`config.mk`:
```
export PLATFORM = sky130hd
export DESIGN_NAME = ddr3_port_arbiter
export DESIGN_NICKNAME = d
export VERILOG_FILES = /design/src/rtl/ddr3_port_arbiter.sv
export SDC_FILE = /design/constraint.sdc
export NUM_CORES = 1
export LEC_CHECK = 0
export ABC_AREA = 0
export CAP_MARGIN = 20
export CORE_AREA = 2 2 116 118
export DETAILED_ROUTE_END_ITERATION = 10
export DIE_AREA = 0 0 118 120
export PLACE_DENSITY_LB_ADDON = 0.08
export SETUP_SLACK_MARGIN = 0.5
export SYNTH_ARGS = -nofsm -noshare
export SYNTH_HDL_FRONTEND = slang
export SYNTH_SLANG_ARGS = --single-unit
export TNS_END_PERCENT = 10
```
`constraint.sdc`:
```
create_clock -name clock_i -period 1.6 [get_ports clock_i]
set_input_delay 0.32 -clock clock_i [delete_from_list [all_inputs] [get_ports clock_i]]
set_output_delay 0.32 -clock clock_i [all_outputs]
set_load 0.1 [all_outputs]
```
`src/rtl/ddr3_port_arbiter.sv`:
```
// Two-port round-robin arbiter in front of a DDR3 controller port.
// Single-word or block transfers, with a per-transaction idle timeout.
module ddr3_port_arbiter #(
    parameter int unsigned BW_ADDR        = 27,
    parameter int unsigned BLOCK_WORDS    = 4,
    parameter int unsigned TIMEOUT_CYCLES = 4096
) (
    input  logic               clock_i,
    input  logic               reset_i,
    input  logic               req0_i,
    input  logic               req1_i,
    input  logic               reqBlock0_i,
    input  logic               reqBlock1_i,
    input  logic               rw0_i,
    input  logic               rw1_i,
    input  logic [BW_ADDR-1:0] add0_i,
    input  logic [BW_ADDR-1:0] add1_i,
    input  logic [31:0]        data0_i,
    input  logic [31:0]        data1_i,
    output logic               ready0_o,
    output logic               ready1_o,
    output logic               done0_o,
    output logic               done1_o,
    output logic               valid0_o,
    output logic               valid1_o,
    output logic [31:0]        data0_o,
    output logic [31:0]        data1_o,
    output logic               mem_req_o,
    output logic               mem_reqBlock_o,
    output logic               mem_rw_o,
    output logic [BW_ADDR-1:0] mem_add_o,
    output logic [31:0]        mem_data_o,
    output logic               mem_clear_o,
    input  logic               mem_ready_i,
    input  logic               mem_done_i,
    input  logic               mem_valid_i,
    input  logic [31:0]        mem_data_i,
    output logic [1:0]         grant_o,
    output logic               timeout_o
);

    localparam int unsigned CntW  = $clog2(BLOCK_WORDS + 1);
    localparam int unsigned IdleW = $clog2(TIMEOUT_CYCLES + 1);

    typedef enum logic [1:0] {StIdle, StBusy, StClear} state_e;

    state_e             r_state;
    state_e             w_state_next;
    logic               r_owner;
    logic               r_last;
    logic               r_block;
    logic               r_rw;
    logic               r_timeout;
    logic [BW_ADDR-1:0] r_add;
    logic [CntW-1:0]    r_cnt;
    logic [IdleW-1:0]   r_idle;

    logic               w_busy;
    logic               w_pulse;
    logic               w_last_word;
    logic               w_expired;
    logic               w_grant_go;
    logic               w_winner;
    logic [CntW-1:0]    w_cnt_inc;
    logic [CntW-1:0]    w_target;

    always_comb begin
        w_busy      = (r_state == StBusy);
        w_pulse     = w_busy & (r_rw ? mem_done_i : mem_valid_i);
        w_cnt_inc   = r_cnt + CntW'(1);
        w_target    = r_block ? CntW'(BLOCK_WORDS) : CntW'(1);
        w_last_word = w_pulse & (w_cnt_inc == w_target);
        w_expired   = w_busy & ~w_pulse & (r_idle == IdleW'(TIMEOUT_CYCLES - 1));
        w_grant_go  = (r_state == StIdle) & mem_ready_i & (req0_i | req1_i);
        // With both requesting, the port not granted last wins.
        w_winner    = (req0_i & req1_i) ? ~r_last : ~req0_i;
    end

    always_comb begin
        w_state_next = r_state;
        unique case (r_state)
            StIdle:  if (w_grant_go) w_state_next = StBusy;
            StBusy:  if (w_last_word || w_expired) w_state_next = StClear;
            StClear: w_state_next = StIdle;
            default: w_state_next = StIdle;
        endcase
    end

    always_ff @(posedge clock_i) begin
        if (reset_i) begin
            r_state   <= StIdle;
            r_owner   <= 1'b0;
            r_last    <= 1'b1;
            r_block   <= 1'b0;
            r_rw      <= 1'b0;
            r_add     <= '0;
            r_cnt     <= '0;
            r_idle    <= '0;
            r_timeout <= 1'b0;
        end else begin
            r_state <= w_state_next;
            if (w_grant_go) begin
                r_owner <= w_winner;
                r_last  <= w_winner;
                r_block <= w_winner ? reqBlock1_i : reqBlock0_i;
                r_rw    <= w_winner ? rw1_i : rw0_i;
                r_add   <= w_winner ? add1_i : add0_i;
                r_cnt   <= '0;
                r_idle  <= '0;
            end else if (w_pulse) begin
                r_cnt  <= w_cnt_inc;
                r_idle <= '0;
            end else if (w_busy) begin
                r_idle <= r_idle + IdleW'(1);
            end
            if (w_expired) r_timeout <= 1'b1;
        end
    end

    always_comb begin
        ready0_o       = (r_state == StIdle) & mem_ready_i;
        ready1_o       = (r_state == StIdle) & mem_ready_i;
        grant_o        = (r_state == StIdle) ? 2'b00 : {r_owner, ~r_owner};
        mem_req_o      = w_busy;
        mem_clear_o    = (r_state == StClear);
        mem_reqBlock_o = w_busy & r_block;
        mem_rw_o       = w_busy & r_rw;
        mem_add_o      = w_busy ? r_add : '0;
        mem_data_o     = w_busy ? (r_owner ? data1_i : data0_i) : 32'd0;
        // Status reaches only the owner, and only while the transaction is live.
        done0_o        = w_busy & ~r_owner & mem_done_i;
        done1_o        = w_busy & r_owner & mem_done_i;
        valid0_o       = w_busy & ~r_owner & mem_valid_i;
        valid1_o       = w_busy & r_owner & mem_valid_i;
        data0_o        = mem_data_i;
        data1_o        = mem_data_i;
        timeout_o      = r_timeout;
    end

endmodule

```
==> results.md <==
* Initial core utilization at 0.270
* Required time of the critical path at 1280 ps
* Number of flops mapped to enable cells by yosys at 0
* Internal power at 3.21 mW
* Switching part of the total power at 0.379
* Post-layout minimum cycle time at 1830 ps
* Final setup TNS at -8590 ps
* Largest net degree at the start of global routing at 49
* Initial DRC count at 87
* Number of rows created at floorplan at 42
* Core Area at 13000 um2
* Most Frequent Cell on Critical Path: sky130_fd_sc_hd__buf_12
* Combinational share of power at 0.490
* H-tree depth at 2
* Setup ws final at -226 ps
* Wire length reported by the detailed router at 11.9 mm
* Cell count after synthesis at 417
* Routed wire per std cell at 15.9 um
* Cell area after technology mapping at 3500 um2
* Pwr Total at 5.16 mW
* Nets at 731
* Failing checks: setup timing
* First element of the critical path: r_state[1]$_SDFFE_PP0P_
* Class of the tightest hold or removal check: flop to flop
* Total net switching power at 1.95 mW
* Clock share of power at 0.240
* Worst r2r dst: r_add[1]$_SDFFE_PP0P_
* Origin of the critical flop-to-flop path: r_state[1]$_SDFFE_PP0P_
* Static leakage power at 2.67 nW
* Critical path startpoint category: flop
* Critical-path maximum fanout at 6
* Vias after detailed routing at 3369
* Depth of the worst hold-timing path at 2
* Count of antenna diodes in the layout at 0
* CTS max path bufs at 2
* Root buffer selected by CTS: sky130_fd_sc_hd__clkbuf_16
* Worst slew margin relative to its limit at 0.781
* CP Class: flop to primary output
* Total routing usage reported by global routing at 0.160
* Commonest non-fill, non-tap cell in the layout: sky130_fd_sc_hd__clkdlybuf4s50_1
* Fraction of the yosys area taken by sequential cells at 0.286
* Number of clock sinks at 50
* Port Buffer Count at 200
* Power density over the cells at 728 nW/um2
* Worst r2r path cells at 7
* Reg-to-reg slack, setup at -10 ps
* Hold buffer count at CTS at 0
* Clock network latency to the later pin of the worst-skew pair at 290 ps
* Ordered cell list for the critical path: nand2b_4, buf_12, buf_12, nor3b_4, buf_12
* Result of the run: finished with violations
* Vias in the first global route at 3393
* Arrival @ worst endpoint at 1510 ps
* Number of pins with negative max-slew slack in the final report at 0
* Final global-route overflow total at 0
* Inserted Clock Buffers at 5
* Total Die Area at 14200 um2
* Proportion of synthesized flip-flops having asynchronous set or reset at 0
* Number of warnings reported in the yosys synthesis log at 0
* Synthesized area per cell at 8.40 um2
* Transition at the pin with the smallest max-transition slack at 320 ps
* Maximum VDD drop at 531 uV
* Slowest-stage cell, CP: sky130_fd_sc_hd__dfxtp_4
* Post-route DRC violation count at 0
* Clock skew after layout at 5.23 ps
* Final standard cell count with taps included and fillers excluded at 745
* First-pass iteration count of the detailed router at 4
* Mapped Nets at 580
* Layout Area Growth over Synthesis at 102%
* Register bit count reported by yosys at 50
* Clock tree from TritonCTS: yes
* Worst path max stage delay at 340 ps
* Die height at 120 um
* RSZ-0062 raised after global routing: yes
* Routed via count divided by cell count at 4.52
* Hold violation count in the final report at 0
* Instance count after placement with tap cells included at 720
* Flop pwr share at 0.270
* Number of antenna violations at the first check in global routing at 0
* Period Utilization, post-route at 1.14
* Die width at 118 um
* Weighted congestion at the end of routability-driven global placement at 0.755
* Nature of the critical path endpoint: primary output
* Number of top-level pins at 297
* Clock-pin slew on the worst setup and hold paths at 70 ps
* Number of distinct library cells after synthesis at 40
* FMAX at 548 MHz
* Total of endpoints with negative setup slack in the final report at 73
* Commonest cells after routing, fill and taps aside: 126 x sky130_fd_sc_hd__clkdlybuf4s50_1, 79 x sky130_fd_sc_hd__buf_12, 48 x sky130_fd_sc_hd__mux2i_1
* Fraction of final layout cells sized beyond drive strength 1 at 0.429
* Critical path endpoint: done0_o
* HPWL after detailed placement at 8.46 mm
* Max-cap violations at 0
* Most used DFF post-synth: sky130_fd_sc_hd__dfxtp_1
* Global-route wire length before repair at 18.3 mm
* Antenna-violating nets left at 0
worst max-delay path: cells and delay by family, from the launching register on:
family,cells,cell delay [ps]
flip-flops,1,340
buffers and inverters,3,490
AND/OR/NAND/NOR,2,380
stage by stage:
stage          setup slack (ps)  instance area (um2)   util  hold slack (ps)
2_1_floorplan              -585                 3690      -              449
3_3_place_gp               -313                 6180  0.476              462
3_5_place_dp               -345                 6180  0.476              475
4_1_cts                    -229                 6870  0.530              487
5_1_grt                    -262                 7090  0.546              522
6_report                   -226                 7090  0.546              491
Yosys cell counts, types with 2 or more instances:
master,instances,share of area
sky130_fd_sc_hd__and2_1,29,0.052
sky130_fd_sc_hd__dfxtp_1,50,0.29
sky130_fd_sc_hd__nand3_1,3,0.0043
sky130_fd_sc_hd__inv_1,3,0.0032
sky130_fd_sc_hd__and3_1,2,0.0036
sky130_fd_sc_hd__nand4_1,2,0.0036
sky130_fd_sc_hd__mux2i_1,64,0.18
sky130_fd_sc_hd__ha_1,2,0.0071
sky130_fd_sc_hd__nor2_1,84,0.090
sky130_fd_sc_hd__o21a_1,2,0.0043
sky130_fd_sc_hd__clkbuf_1,9,0.0096
sky130_fd_sc_hd__xnor2_1,12,0.030
sky130_fd_sc_hd__xor2_1,3,0.0075
sky130_fd_sc_hd__nor4_1,2,0.0036
sky130_fd_sc_hd__nand2_1,9,0.0096
sky130_fd_sc_hd__nor3b_1,2,0.0043
sky130_fd_sc_hd__buf_1,3,0.0032
sky130_fd_sc_hd__a21oi_1,3,0.0043
sky130_fd_sc_hd__nor3_1,8,0.011
sky130_fd_sc_hd__a211oi_1,25,0.054
sky130_fd_sc_hd__a211oi_2,5,0.018
sky130_fd_sc_hd__buf_4,65,0.14
sky130_fd_sc_hd__buf_6,4,0.013
sky130_fd_sc_hd__buf_2,10,0.014
power by group through the flow:
stage / Clock (mW) / Sequential (mW) / Combinational, mW
6_report: 1.24 / 1.39 / 2.53
5_1_grt: 1.32 / 1.41 / 2.65
4_1_cts: 1.27 / 1.39 / 2.46
3_5_place_dp: 0 / 1.41 / 2.18
3_3_place_gp: 0 / 1.41 / 2.17
2_1_floorplan: 0 / 1.39 / 2.05
cell families after synthesis:
kind of cell	count (synthesis)	synth area share
AND/OR/NAND/NOR	151	0.213
multiplexers	65	0.186
flip-flops	50	0.286
buffers and inverters	95	0.184
adder cells (fa/ha/maj)	2	0.00715
XOR/XNOR	15	0.0375
AO/OA/AOI/OAI	39	0.0868
sequential cells by signal (all words and copies together) (netlist names):
register,count
r_rw,1
r_owner,1
r_state,2
r_block,1
timeout_o,1
r_add,27
r_last,1
r_idle,13
r_cnt,3
metal layers:
metal  share of wire  vias to the layer above  routed length, um  track usage
li1                -                     1651                  -            -
met1            0.37                     1538               4430        0.179
met2            0.52                      161               6210        0.293
met3           0.092                       19               1090       0.0608
met4           0.013                        0                155       0.0279
met5               0                        -                  0            0
final cells by class:
class | instances | area, um2
Multi-Input combinational cell | 272 | 2450
Timing Repair Buffer | 231 | 3150
Inverter | 4 | 27.5
Clock inverter | 3 | 43.8
Timing Repair inverter | 4 | 57.6
Clock buffer | 5 | 125
Fill cell | 1188 | 5890
Tap cell | 176 | 220
Sequential cell | 50 | 1010
what timing repair did:
action	CTS	global route
endpoints found under the setup margin	122	122
cloned	7	1
pin swaps	49	13
gates resized for setup	85	38
setup buffers	9	0
worst min path at each step:
stage | from | slack, ps | endpoint
after floorplan | r_idle[1]$_SDFFE_PP0N_ | 450 | r_idle[1]$_SDFFE_PP0N_
final | r_add[20]$_SDFFE_PP0P_ | 490 | r_add[20]$_SDFFE_PP0P_
after global routing | r_add[20]$_SDFFE_PP0P_ | 520 | r_add[20]$_SDFFE_PP0P_
after CTS | r_idle[1]$_SDFFE_PP0N_ | 490 | r_idle[1]$_SDFFE_PP0N_
after global placement | r_idle[1]$_SDFFE_PP0N_ | 460 | r_idle[1]$_SDFFE_PP0N_
after detailed placement | r_idle[1]$_SDFFE_PP0N_ | 470 | r_idle[1]$_SDFFE_PP0N_
No activity file was read; power rests on OpenSTA's default activity.
